File: src/rtl/booth_multiplier_4bit.sv
// Sequential radix-2 Booth multiplier: signed N x N -> signed 2N product,
// one recoding step per clock, start/busy/done handshake.
module booth_multiplier_4bit #(
    parameter int N = 4
) (
    input  logic           clk,
    input  logic           rst,
    input  logic           start,
    input  logic [N-1:0]   A,
    input  logic [N-1:0]   B,
    output logic [2*N-1:0] P,
    output logic           busy,
    output logic           done
);

    localparam int CW = $clog2(N + 1);

    typedef enum logic {IDLE, CALC} state_t;

    state_t        state;
    logic [N:0]    m;
    logic [N:0]    acc;
    logic [N-1:0]  q;
    logic          q_1;
    logic [CW-1:0] count;

    logic [N:0]    sum;
    logic [N:0]    acc_nx;
    logic [N-1:0]  q_nx;

    // One extra ACC/M bit keeps -M exact when M is the most negative value.
    always_comb begin
        sum = acc;
        case ({q[0], q_1})
            2'b01:   sum = acc + m;
            2'b10:   sum = acc - m;
            default: sum = acc;
        endcase
        acc_nx = {sum[N], sum[N:1]};
        q_nx   = {sum[0], q[N-1:1]};
    end

    always_ff @(posedge clk or posedge rst) begin
        if (rst) begin
            state <= IDLE;
            m     <= '0;
            acc   <= '0;
            q     <= '0;
            q_1   <= 1'b0;
            count <= '0;
            P     <= '0;
            busy  <= 1'b0;
            done  <= 1'b0;
        end else begin
            done <= 1'b0;
            case (state)
                IDLE: begin
                    if (start) begin
                        m     <= {A[N-1], A};
                        q     <= B;
                        q_1   <= 1'b0;
                        acc   <= '0;
                        count <= CW'(N);
                        busy  <= 1'b1;
                        state <= CALC;
                    end
                end
                CALC: begin
                    acc   <= acc_nx;
                    q     <= q_nx;
                    q_1   <= q[0];
                    count <= count - CW'(1);
                    // Last step: publish the product from the shifted values directly.
                    if (count == CW'(1)) begin
                        P     <= {acc_nx[N-1:0], q_nx};
                        done  <= 1'b1;
                        busy  <= 1'b0;
                        state <= IDLE;
                    end
                end
                default: state <= IDLE;
            endcase
        end
    end

endmodule

File: config.mk
export PLATFORM = sky130hd
export DESIGN_NAME = booth_multiplier_4bit
export DESIGN_NICKNAME = d
export VERILOG_FILES = /design/src/rtl/booth_multiplier_4bit.sv
export SDC_FILE = /design/constraint.sdc
export NUM_CORES = 1
export LEC_CHECK = 0
export ABC_AREA = 1
export CAP_MARGIN = 20
export CELL_PAD_IN_SITES_DETAIL_PLACEMENT = 0
export CELL_PAD_IN_SITES_GLOBAL_PLACEMENT = 2
export CORE_ASPECT_RATIO = 1.5
export CORE_MARGIN = 1
export CORE_UTILIZATION = 28
export DETAILED_ROUTE_END_ITERATION = 8
export PLACE_DENSITY = 0.82
export SLEW_MARGIN = 20
export SYNTH_ARGS = -nofsm -noshare
export SYNTH_HDL_FRONTEND = slang
export SYNTH_SLANG_ARGS = --single-unit
export TNS_END_PERCENT = 100
File: constraint.sdc
create_clock -name clk -period 1.7 [get_ports clk]
set_input_delay 0.425 -clock clk [delete_from_list [all_inputs] [get_ports clk]]
set_output_delay 0.425 -clock clk [all_outputs]
set_load 0.01 [all_outputs]
==> impl_results.md <==
- Endpoint type of the worst setup path: register
- Area of the placeable core: roughly 4800 um^2
- Placed cells: roughly 270
- Post-layout net count: around 230
- Class of the most critical setup path: reg2reg
- Setup Viol. Count Final: 8
- Final slew viol count: 0
- Final routed wire length divided by cell count: 11.4 um
- Flop and latch count out of synthesis: 27
- Clock skew after layout: about 0.0086 ns
- Global Route Usage Sum: 12.7%
- Input/output buffers: 20
- Via count of the routed design: 1196
- Violations in the final reports: negative setup slack
- Wire length of the first global-routing pass: ~5 mm
- Cell at the root of the clock tree: sky130_fd_sc_hd__clkbuf_8
- Detailed router's first-iteration violation count: 13
- Worst Path Arrival: roughly 2.0 ns
- Maximum single-stage delay on the critical path: 0.42 ns
- Area leader, netlist: sky130_fd_sc_hd__dfrtp_1
- Area delta synth->final: 35.6%
- Worst Setup Slack, final: -0.155 ns
- Clock transition at the register clock pins on the worst setup and hold paths after CTS: 0.10 ns
- Clock Tree Buf Depth: 2
- Syn nets: 190
- Final Non-Filler Cells: approximately 270
- Post-layout min period: ~1.9 ns
- Number of antenna violations at the first check in global routing: 0
- Highest achievable clock rate: ~540 MHz
- Result of the run: finished with violations
- Share of layout cells above drive strength 1: a little over a fifth
- Vias in the first global route: about 1200
- Max-cap violation count: 0
- Io pins: 21
- Final Total Pwr: between 4 and 5 mW
- Height of the chip: between 80 and 90 um
- Biggest area contributors in the synthesized netlist: sky130_fd_sc_hd__dfrtp_1, sky130_fd_sc_hd__nand2_1, sky130_fd_sc_hd__ha_1
- Unrepaired setup endpoints after global routing: yes
- Number of sinks driven by the clock tree: 27
- Sum of routed wire length over all layers: around 3.1 mm
- Slew at the pin closest to its max-slew limit: roughly 0.36 ns
- Number of failing hold endpoints at the final stage: 0
- Number of remaining DRC errors: 0
- Syn Inst Count: between 150 and 200
- Total half-perimeter wirelength after legalization and detailed placement: 2.33 mm
- Pre-CTS setup slack: -0.233 ns
- Effective utilization at floorplan: approximately 30%
- Yosys cell types: 26
- Critical-path cell list: ha_4 -> a31oi_4 -> xnor2_2 -> ha_4 -> nand2_1 -> nor2_1 -> nor2_1 -> nand2_1 -> nand3_1 -> nand2_1 -> nand2_1 -> nand2_1 -> nand2_1
- Total power density per cell area: between 2000 and 2500 nW/um^2
- Maximum number of pins on one net before global-route repair: 28
- Area share of the leading cell type in the synthesized netlist: 47.4%
- Number of search-and-repair iterations in the first detailed-routing pass: 4
- Fill cell total of the finished layout: roughly 500
- Setup crit start kind: register
- Critical Path RT: roughly 1.9 ns
- Leakage power figure: 0.934 nW
- Insertion delay to the later sink of the worst-skew pair: 0.28 ns
- Site Rows: 31
- Total congestion overflow after global routing: 0
- Warnings from Yosys: 0
- Post-synthesis cell area: around 1400 um^2
- Total inserted antenna cells: 0
- Maximum VDD drop: 0.000795 V
- Library cell appearing most often on the critical path: sky130_fd_sc_hd__nand2_1
- Tightest Hold Check Type: reg2reg
- Routability-driven placement congestion ratio: between 0.7 and 0.8
- TritonCTS clock tree: done
- Post-CTS Hold Fix Bufs: 0
- Critical-path cell with the highest stage delay: sky130_fd_sc_hd__dfrtp_1
- Count of H-tree levels built during CTS: 1
- Horizontal die dimension: roughly 60 um
- Period utilization: 109%
- Sequential area share after synthesis: between 40% and 50%
- Count of nets left with antenna violations after detail routing: 0
- Routed vias/inst: 4.40
- Relative slew slack: roughly 76%
- Critical-path maximum fanout: 5
- Average size of a mapped cell: around 8.4 um^2
- Total CTS buffers: 3
- Die Area: 5390 um^2
[logic make-up after synthesis]
group / after synthesis / synth area share (%)
AND/OR/NAND/NOR: 82 / 25.4
buffers and inverters: 27 / 8.42
flip-flops: 27 / 47.4
AO/OA/AOI/OAI: 24 / 9.74
adder cells (fa/ha/maj): 9 / 8.42
XOR/XNOR: 1 / 0.614
[synthesized netlist by cell type, drive strengths merged]
master	count
xnor2	1
dfrtp	27
nand3b	2
buf	3
inv	24
o22ai	4
o211ai	1
nor2	8
a21oi	4
nand4	1
nand3	9
a22oi	1
fa	1
nand2	62
a31oi	1
o21ai	13
ha	8
[metal layers]
metal	track usage, %	share of wire, %	up-vias
met3	1.88	1.5	4
met4	6.13	2.0	0
li1	-	-	616
met1	14.8	43	563
met5	0	0	-
met2	22.1	53	13
[stage by stage]
step	area, um^2	utilization [%]	setup TNS, ns	hold WS [ns]
finish	1930	39.9	-0.759	0.478
floorplan	1450	-	-0.194	0.471
CTS	1930	39.8	-0.953	0.487
global route	1930	39.9	-1.61	0.514
global placement	1800	37.2	-1.45	0.459
detailed placement	1800	37.2	-1.43	0.463
[worst max-delay path, delay by kind of cell, from the launching register on]
| kind | cells | cell delay [ns] |
|---|---|---|
| DFF | 1 | 0.42 |
| xor gates and xnor gates | 1 | 0.11 |
| adders and majority gates | 2 | 0.50 |
| AOI/OAI and AO/OA | 1 | 0.16 |
| and+or+nand+nor | 9 | 0.58 |
[report_power, final]
group          leakage [nW]  switching [mW]  internal, mW
combinational         0.577            1.50          1.40
sequential            0.335           0.238         0.955
clock                0.0217           0.211         0.166
total                 0.934            1.95          2.53
[layout make-up]
class                           instances  area, um^2  area share [%]
Multi-Input combinational cell        116         721            37.3
Sequential cell                        27         676            34.9
Timing Repair Buffer                   35         317            16.4
Inverter                               24        90.1            4.66
Tap cell                               66        82.6            4.27
Clock buffer                            3        41.3            2.13
Clock inverter                          1        7.51           0.388
[what timing repair did]
item,4_1_cts,5_1_grt
gates resized for setup,15,2
setup endpoints to repair,8,8
pin swaps,15,6
endpoints found under the hold margin,0,0
buffers inserted,1,0
[cell usage in the layout (no fill, tap or decap), drive strengths merged, types with 2 or more instances in the layout]
cell,count
inv,24
o21ai,13
dfrtp,27
buf,15
nand2,62
nand3,9
a21oi,4
o22ai,4
clkdlybuf4s50,20
ha,8
nor2,8
nand3b,2
clkbuf,3
[path summary, 6_finish.rpt]
path,from,end,slack [ns],cells after the start
max reg2reg,q[0],acc[3],-0.15,13
min in group asynchronous,rst,P[7],0.50,3
max,q[0],acc[3],-0.15,13
min,P[1],P[1],0.48,2
max in group asynchronous,rst,m[1],0.93,3
min reg2reg,P[1],P[1],0.48,2
[registers in the layout, summed over array words and instances (netlist names)]
name and flops:
busy 1, P 8, q_1 1, q 4, count 3, m 4
state 1, done 1, acc 4
Note: power is estimated with default switching activity, not from simulation.
